**src/rtl/store_aligner_pkg.sv**
```systemverilog
// Shared types for the store aligner: access sizes, FSM states and the
// per-size byte-enable base pattern.
package store_pkg;

    typedef enum logic [1:0] {
        SZ_B   = 2'b00,
        SZ_H   = 2'b01,
        SZ_W   = 2'b10,
        SZ_ILL = 2'b11
    } size_e;

    typedef enum logic [1:0] {
        IDLE   = 2'b00,
        FIRST  = 2'b01,
        SECOND = 2'b10
    } state_e;

    localparam int NUM_LANES = 4;

    // Byte-enable pattern for a store at lane 0; an illegal size enables nothing.
    function automatic logic [NUM_LANES-1:0] size_mask(input size_e sz);
        logic [NUM_LANES-1:0] m;
        case (sz)
            SZ_B:    m = 4'b0001;
            SZ_H:    m = 4'b0011;
            SZ_W:    m = 4'b1111;
            default: m = 4'b0000;
        endcase
        return m;
    endfunction

endpackage

```
**src/rtl/store_aligner_lane_shifter.sv**
```systemverilog
// Combinational lane placement: narrows store data to its size and shifts data and
// byte enables across an 8-lane window so word-crossing stores show up in the top half.
module lane_shifter
    import store_pkg::*;
(
    input  logic [1:0]  off_i,
    input  size_e       size_i,
    input  logic [31:0] data_i,
    output logic [7:0]  mask8_o,
    output logic [63:0] data64_o,
    output logic        crossing_o
);

    logic [NUM_LANES-1:0] base;
    logic [31:0]          data_mask;

    assign base = size_mask(size_i);

    // Zero the bytes above the access size so unused lanes always carry 0.
    for (genvar gi = 0; gi < NUM_LANES; gi++) begin : g_lane_mask
        assign data_mask[8*gi +: 8] = {8{base[gi]}};
    end

    assign mask8_o    = {4'b0000, base} << off_i;
    assign data64_o   = {32'h0, data_i & data_mask} << {off_i, 3'b000};
    assign crossing_o = |mask8_o[7:4];

endmodule

```
**src/rtl/store_aligner.sv**
```systemverilog
// Store aligner: accepts byte/half/word stores, issues lane-positioned word writes
// to data memory and splits word-crossing stores into two back-to-back accesses.
module store_aligner
    import store_pkg::*;
#(
    parameter int ADDR_W   = 32,
    parameter int DATA_W   = 32,
    parameter bit SPLIT_EN = 1'b1
) (
    input  logic              clk,
    input  logic              rst,
    input  logic              st_valid,
    output logic              st_ready,
    input  logic [ADDR_W-1:0] st_addr,
    input  logic [DATA_W-1:0] st_data,
    input  logic [1:0]        st_size,
    output logic              st_done,
    output logic              st_err,
    output logic              mem_req,
    input  logic              mem_gnt,
    output logic [ADDR_W-1:0] mem_addr,
    output logic [DATA_W-1:0] mem_wdata,
    output logic [3:0]        mem_be
);

    state_e            state_q;
    logic              mem_req_q;
    logic [ADDR_W-1:0] mem_addr_q;
    logic [DATA_W-1:0] mem_wdata_q;
    logic [3:0]        mem_be_q;
    logic [ADDR_W-1:0] hi_addr_q;
    logic [DATA_W-1:0] hi_wdata_q;
    logic [3:0]        hi_be_q;
    logic              cross_q;
    logic              done_q;
    logic              err_q;

    size_e             size_d;
    logic [7:0]        mask8_d;
    logic [63:0]       data64_d;
    logic              crossing_d;
    logic [ADDR_W-1:0] lo_addr_d;
    logic              accept_d;
    logic              reject_d;

    assign size_d    = size_e'(st_size);
    assign lo_addr_d = {st_addr[ADDR_W-1:2], 2'b00};
    assign accept_d  = st_valid && (state_q == IDLE);
    assign reject_d  = (size_d == SZ_ILL) || (crossing_d && !SPLIT_EN);

    lane_shifter u_lane_shifter (
        .off_i      (st_addr[1:0]),
        .size_i     (size_d),
        .data_i     (st_data),
        .mask8_o    (mask8_d),
        .data64_o   (data64_d),
        .crossing_o (crossing_d)
    );

    always_ff @(posedge clk or posedge rst) begin
        if (rst) begin
            state_q     <= IDLE;
            mem_req_q   <= 1'b0;
            mem_addr_q  <= '0;
            mem_wdata_q <= '0;
            mem_be_q    <= '0;
            hi_addr_q   <= '0;
            hi_wdata_q  <= '0;
            hi_be_q     <= '0;
            cross_q     <= 1'b0;
            done_q      <= 1'b0;
            err_q       <= 1'b0;
        end else begin
            done_q <= 1'b0;
            err_q  <= 1'b0;
            case (state_q)
                IDLE: begin
                    if (accept_d) begin
                        if (reject_d) begin
                            err_q <= 1'b1;
                        end else begin
                            state_q     <= FIRST;
                            mem_req_q   <= 1'b1;
                            mem_addr_q  <= lo_addr_d;
                            mem_be_q    <= mask8_d[3:0];
                            mem_wdata_q <= data64_d[31:0];
                            // Upper half waits here; the +4 wraps naturally at ADDR_W bits.
                            hi_addr_q   <= lo_addr_d + ADDR_W'(4);
                            hi_be_q     <= mask8_d[7:4];
                            hi_wdata_q  <= data64_d[63:32];
                            cross_q     <= crossing_d;
                        end
                    end
                end
                FIRST: begin
                    if (mem_gnt) begin
                        if (cross_q) begin
                            state_q     <= SECOND;
                            mem_addr_q  <= hi_addr_q;
                            mem_be_q    <= hi_be_q;
                            mem_wdata_q <= hi_wdata_q;
                        end else begin
                            state_q     <= IDLE;
                            mem_req_q   <= 1'b0;
                            mem_addr_q  <= '0;
                            mem_be_q    <= '0;
                            mem_wdata_q <= '0;
                            done_q      <= 1'b1;
                        end
                    end
                end
                SECOND: begin
                    if (mem_gnt) begin
                        state_q     <= IDLE;
                        mem_req_q   <= 1'b0;
                        mem_addr_q  <= '0;
                        mem_be_q    <= '0;
                        mem_wdata_q <= '0;
                        done_q      <= 1'b1;
                    end
                end
                default: begin
                    state_q   <= IDLE;
                    mem_req_q <= 1'b0;
                end
            endcase
        end
    end

    assign st_ready  = (state_q == IDLE);
    assign st_done   = done_q;
    assign st_err    = err_q;
    assign mem_req   = mem_req_q;
    assign mem_addr  = mem_addr_q;
    assign mem_wdata = mem_wdata_q;
    assign mem_be    = mem_be_q;

endmodule

```
**config.mk**
```make
export PLATFORM = sky130hd
export DESIGN_NAME = store_aligner
export DESIGN_NICKNAME = d
export VERILOG_FILES = /design/src/rtl/store_aligner_pkg.sv /design/src/rtl/store_aligner_lane_shifter.sv /design/src/rtl/store_aligner.sv
export SDC_FILE = /design/constraint.sdc
export NUM_CORES = 1
export LEC_CHECK = 0
export CAP_MARGIN = 20
export CORE_MARGIN = 8
export CORE_UTILIZATION = 50
export CTS_CLUSTER_SIZE = 40
export DETAILED_ROUTE_END_ITERATION = 8
export PLACE_DENSITY_LB_ADDON = 0.1
export SYNTH_ARGS = -nofsm -noshare
export SYNTH_HDL_FRONTEND = slang
export SYNTH_HIERARCHICAL = 1
export SYNTH_SLANG_ARGS = --single-unit
```
**constraint.sdc**
```tcl
create_clock -name clk -period 5.2 [get_ports clk]
set_clock_uncertainty 0.1 [all_clocks]
set_input_delay 1.04 -clock clk [delete_from_list [all_inputs] [get_ports clk]]
set_output_delay 1.04 -clock clk [all_outputs]
set_load 0.02 [all_outputs]
```
# ---- Word level (Yosys, flattened, before mapping)
# Cells that the tools add are included.
dict set report classes {
  shift 2
  n_bitwise 2
  add_sub_neg 1
  n_mux 37
  eq_ne 10
  n_reduce_logical 9
}
# op n
set ops {}
lappend ops {{$mux 32} 9}
lappend ops {{$pmux 32 s3} 2}
lappend ops {{$shl 32x5->64} 1}
lappend ops {{$add 32x3->32 const B} 1}
lappend ops {{$and 32x32->32} 1}
lappend ops {{$pmux 4 s3} 2}
lappend ops {{$mux 4} 5}
lappend ops {{$mux 1} 11}
lappend ops {{$mux 2} 5}
lappend ops {{$reduce_and 5->1} 2}
lappend ops {{$ne 2x2->1 const B} 4}
lappend ops {{$shl 4x2->8} 1}
lappend ops {{$eq 2x2->1 const B} 3}
lappend ops {{$pmux 2 s3} 1}
lappend ops {{$eq 2x1->1 const B} 2}
lappend ops {{$logic_not 2->1} 2}
lappend ops {{$reduce_and 4->1} 1}
lappend ops {{$reduce_or 4->1} 1}
lappend ops {{$pmux 1 s3} 1}
lappend ops {{$reduce_and 3->1} 1}
lappend ops {{$reduce_bool 3->1} 1}
lappend ops {{$ne 2x1->1 const B} 1}
lappend ops {{$pmux 1 s2} 1}
lappend ops {{$logic_and 1x1->1} 1}
lappend ops {{$not 1->1} 1}
dict set report word_totals {
  reg_bits 142
  input_bits 70
  wordCells 72
  output_inout_bits 72
}

# ---- Logic depth before layout (Yosys ltp)
dict set report logic_depth {
  ltp_word 7
  mapped_depth 10
}

# ---- Cells and area by module
# The synthesis kept the hierarchy.
# module seq_area_each_um2 area_each_um2 cells_per_inst n_inst
set by_module_without_submodules {}
lappend by_module_without_submodules {store_aligner 3453.3 6439.9 652 1}
lappend by_module_without_submodules {lane_shifter 0.0 1336.3 179 1}

# ---- Worst setup path after synthesis
# No wires, ideal clock.
dict set report synth_timing {
  path_type {in2reg}
  startpoint {input port st_addr[2]}
  endpoint {register hi_addr_q[28]}
  path_buffers 1
  arrival_ns 2.388
  cell_stages 7
  setup_slack_ns 2.578
  setup_time_ns 0.134
  t_required_ns 4.966
  cell_sequence {ha_1 -> nand3_2 -> or4_4 -> buf_6 -> nor3_4 -> xnor2_1 -> a21oi_2}
}
dict set report synth_via {
  elab_chain_cells 1
}
# item line
set synth_rtl {}
lappend synth_rtl {{start: declaration} store_aligner.sv:14} ;# input logic [ADDR_W-1:0] st_addr,
lappend synth_rtl {{$add 32x3->32} store_aligner.sv:88} ;# hi_addr_q <= lo_addr_d + ADDR_W'(4);
lappend synth_rtl {{end signal: assignment} store_aligner.sv:88}
lappend synth_rtl {{end: declaration} store_aligner.sv:31} ;# logic [ADDR_W-1:0] hi_addr_q;
# No other way between the ends.
# A chain may end at the register's enable or synchronous reset.

# ---- Worst setup path in the final report
dict set report layout_timing {
  startpoint {input port st_size[0]}
  endpoint {register mem_be_q[3] (netlist: mem_be[3])}
}
dict set report layout_via {
  elab_chain_cells 6
  elab_cells_between_ends 11
  cone_classes {4 x eq/ne; 1 x shift; 4 x mux; 2 x reduce/logical}
}
# item line
set layout_rtl {}
lappend layout_rtl {{start: declaration} store_aligner.sv:16} ;# input logic [1:0] st_size,
lappend layout_rtl {{$eq 2x2->1, or another cell as far along} store_aligner_pkg.sv:23} ;# case (sz)
lappend layout_rtl {{$pmux 4 s3 (*)} store_aligner_pkg.sv:23}
lappend layout_rtl {{$shl 4x2->8 (*)} store_aligner_lane_shifter.sv:24} ;# assign mask8_o = {4'b0000, base} << off_i;
lappend layout_rtl {{net mask8_d[3]} store_aligner.sv:39} ;# logic [7:0] mask8_d;
lappend layout_rtl {{$mux 4 (*)} store_aligner.sv:79} ;# if (reject_d) begin
lappend layout_rtl {{$mux 4 (*)} store_aligner.sv:78} ;# if (accept_d) begin
lappend layout_rtl {{$pmux 4 s3 (*)} store_aligner.sv:76} ;# case (state_q)
lappend layout_rtl {{end signal: assignment} store_aligner.sv:85} ;# mem_be_q <= mask8_d[3:0];
lappend layout_rtl {{end signal: assignment} store_aligner.sv:100} ;# mem_be_q <= hi_be_q;
lappend layout_rtl {{end: declaration} store_aligner.sv:30} ;# logic [3:0] mem_be_q;
# Mark *: on every way through the listed nets, which the timed path passes. The rest lies on a longest branch. The select of a mux whose other input is x is not followed.

==> reports/results.tsv <==
stage	metric	value	unit
status	outcome	completed	
timing	post-layout min period	3374	ps
routing	Vias	6525	
die	total die area	19800	µm²
timing	RSZ-0062 raised after global routing	false	
placed_design	GPL Wtd Cong	0.8951	
worst_setup_path	RR Endpoint	mem_wdata[4]$_DFFE_PP0P_	
timing	Max Slew Vio Count	0	
worst_setup_path	CP top delay family	adder cells	
power_and_ir_drop	power density cells	557.5	nW/µm²
layout	final core occ	64.26	%
timing	maximum achievable frequency	296.4	MHz
cts	hold buffer count at cts	0	
routing	final antenna-violating net count	0	
timing	setup violators final	0	
worst_setup_path	Crit-path slowest cell	ha_1	
worst_setup_path	Worst Path Class, Setup	primary input to flop	
grt	largest net degree at the start of global routing	98	
cts	H-Tree Depth	4	
power_and_ir_drop	static leakage	4.062	nW
die	FP Rows	45	
logic_synthesis	Yosys cell types	49	
cts	Longest Clk Path Bufs	2	
routing	met2 wire length	9945	µm
worst_hold_path	Hold Path Sink	hi_wdata_q[29]$_DFFE_PP0P_	
routing	DR WL met3	1517	µm
worst_setup_path	crit path max fanout	27	
cts	clock transition at the registers of the reported paths	60	ps
routing	via/cell ratio	5.754	
die	DIE WIDTH	140.7	µm
placed_design	PortBufs	139	
worst_hold_path	Hold Path Depth	1	
worst_setup_path	CP required	5350	ps
worst_setup_path	Worst setup SP type	primary input	
timing	setup_tns	0	ps
worst_setup_path	worst reg2reg path startpoint	state_q[1]$_DFFE_PP0P_	
worst_setup_path	WP buf/inv	2	
cts	Root Driver	clkbuf_16	
grt	initial antenna violation count	2	
cts	post_cts resized	0	
grt	vias in the first global route	6662	
routing	WL final	21680	µm
die	Core Area	15200	µm²
worst_setup_path	WP data arrival	3520	ps
timing	Final Hold Fails	0	
logic_synthesis	Post-synth EDFFs	0	
worst_setup_path	most used cell, CP	a21oi_1	
logic_synthesis	Post-Synth Simple-Gate Area	23.15	%
layout	fraction of layout cells with a size suffix above 1	10.16	%
logic_synthesis	Synth Instances	831	
layout	P&R area growth vs syn	25.62	%
routing	WL/cell	19.12	µm
routing	drt drc	0	
worst_setup_path	Setup crit end kind	flop	
worst_setup_path	crit-path max cell delay	810	ps
logic_synthesis	register area share after synthesis	44.41	%
die	IO Pins	142	
layout	final net count	1011	
grt	GR Overflow Total	0	
die	Initial Util	51.15	%
logic_synthesis	xor and xnor fraction of the mapped netlist area	3.154	%
power_and_ir_drop	Max VDD drop	0.2878	mV
routing	Met1 Wirelength	9748	µm
placed_design	worst slack, placed	1453	ps
logic_synthesis	Syn Std Cell Area	7776	µm²
timing	Final period util	64.88	%
logic_synthesis	Async SR Flop Fraction	100.0	%
routing	first-pass iteration count of the detailed router	5	
logic_synthesis	Top FF cell, synth	dfrtp_1	
grt	first-pass GRT wire length	35250	µm
logic_synthesis	largest family of logic cells by synthesized area	simple AND/OR/NAND/NOR gates	
worst_hold_path	worst min path class	flop to flop	
logic_synthesis	post-synthesis mux area share	6.935	%
timing	Worst-Margin Slew	1101	ps
cts	number of setup buffers added after CTS	0	
logic_synthesis	Syn. warnings	6	
run	maxcap violations	0	
die	die height	140.7	µm
routing	max layer used	met5	
worst_setup_path	reg2reg path depth	8	
timing	Slew HR	26.60	%
grt	GRT Total Usage	22.08	%
logic_synthesis	register bit total from synthesis	138	
logic_synthesis	adder-cell share of the synthesized area	1.448	%
logic_synthesis	syn_area_per_cell	9.358	µm²
logic_synthesis	post-synthesis compound-gate area fraction	14.87	%
worst_setup_path	CP cell instances	clkdlybuf4s50_1, inv_1, ha_1, mux2i_1, mux2_2, nor2b_1, a21oi_1, a21oi_1	
cts	clock latency on the worst-skew pair	410	ps
routing	1st-iter DRT viols	578	
worst_setup_path	R2R setup slack	2670	ps
timing	Final WS setup	1826	ps
layout	fill count	1264	
worst_hold_path	Hold Path Origin	hi_wdata_q[29]$_DFFE_PP0P_	
cts	CTS sink count	138	
cts	CTS buffer count	17	
placed_design	hpwl dp	14720	µm
cts	CTS tree	yes	
through the flow:
stage / instance area, µm² / hold slack, ps / std cells / total power [W]
global route: 9768 / 415.0 / 1134 / 0.005794
global placement: 9138 / 388.5 / 1101 / 0.004126
floorplan: 7810 / 381.1 / 840 / 0.003243
CTS: 9766 / 408.5 / 1133 / 0.005505
finish: 9768 / 404.8 / 1134 / 0.005446
detailed placement: 9138 / 396.2 / 1101 / 0.004191
metal layers:
layer | GRT usage, % | up-vias
li1 | - | 3085
met1 | 29.58 | 3146
met2 | 34.85 | 257
met3 | 4.591 | 35
met4 | 7.636 | 2
met5 | 0 | -
report_power, final:
group          internal [W]  total [W]  switching, W  leakage [nW]
logic               0.00100    0.00232       0.00132          2.08
clock network      0.000828    0.00129      0.000460         0.303
registers           0.00156    0.00184      0.000276          1.68
how the worst max path moves through the flow:
stage | start | slack, ps | to | cells after the start
after CTS | st_size[0] | 1880 | mem_be[3]$_DFFE_PP0P_ | 8
after detailed placement | st_size[0] | 1450 | mem_be[3]$_DFFE_PP0P_ | 8
after floorplan | rst | 360 | cross_q$_DFFE_PP0P_ | 1
after global routing | st_size[0] | 1690 | mem_be[3]$_DFFE_PP0P_ | 8
after global placement | st_size[0] | 1550 | mem_be[3]$_DFFE_PP0P_ | 8
final | st_size[0] | 1830 | mem_be[3]$_DFFE_PP0P_ | 8
registers in the layout, summed over array words and instances, names as in the netlist, 2 cells and up:
| signal | cells |
|---|---|
| mem_wdata | 32 |
| mem_addr | 30 |
| state_q | 2 |
| hi_addr_q | 30 |
| mem_be | 4 |
| hi_wdata_q | 32 |
| hi_be_q | 4 |
kinds of logic (layout without fill, tap and decap cells):
family | count (synthesis) | count (layout)
buffers and inverters | 92 | 197
muxes | 49 | 49
DFF | 138 | 138
AOI/OAI and AO/OA | 203 | 203
adders and majority gates | 9 | 9
other | 2 | 12
and+or+nand+nor | 310 | 310
xor gates and xnor gates | 28 | 28
cell type report:
cell class,count,area [µm²],area share [%]
antenna,1,2.502,0.02562
clock buffer,21,460.4,4.714
clock inverter,11,167.7,1.716
inverter,18,72.57,0.7429
multi-input combinational,610,3918,40.11
sequential,138,3453,35.35
tap,188,235.2,2.408
timing repair buffer,147,1459,14.94
Yosys cell counts (all sizes together), types with 2 or more instances:
library cell | number | area [µm²]
a21oi | 170 | 858.3
dfrtp | 138 | 3453
nor2 | 114 | 427.9
nor2b | 65 | 406.6
buf | 42 | 271.5
mux2 | 39 | 439.2
clkbuf | 32 | 122.6
and2 | 18 | 112.6
inv | 18 | 67.56
nand2 | 16 | 60.06
nand4b | 16 | 140.1
o221ai | 16 | 140.1
xnor2 | 15 | 131.4
xor2 | 13 | 113.9
nand2b | 12 | 75.07
nand3b | 11 | 95.09
mux2i | 10 | 100.1
nand4 | 10 | 77.57
ha | 9 | 112.6
or3b | 9 | 78.83
a221o | 8 | 80.08
and3 | 8 | 50.05
nor4bb | 8 | 80.08
nand3 | 7 | 40.04
nor3 | 6 | 57.55
and4 | 4 | 35.03
nor3b | 4 | 46.29
a2bb2oi | 3 | 32.53
conb | 2 | 7.510
o31ai | 2 | 15.01
cells in the final DEF, fill, tap and decap left out, types with 9 or more instances in the layout:
cell type        instances
a21oi_1                167
dfrtp_1                138
clkdlybuf4s50_1        138
nor2_1                 114
nor2b_1                 64
mux2_2                  39
and2_1                  18
inv_1                   17
clkbuf_16               17
nand2_1                 16
nand4b_1                16
o221ai_1                16
xnor2_1                 15
xor2_1                  13
nand2b_1                12
conb_1                  11
nand3b_1                10
mux2i_1                 10
nand4_1                  9
or3b_1                   9
Note: power is estimated with default switching activity, not from simulation.
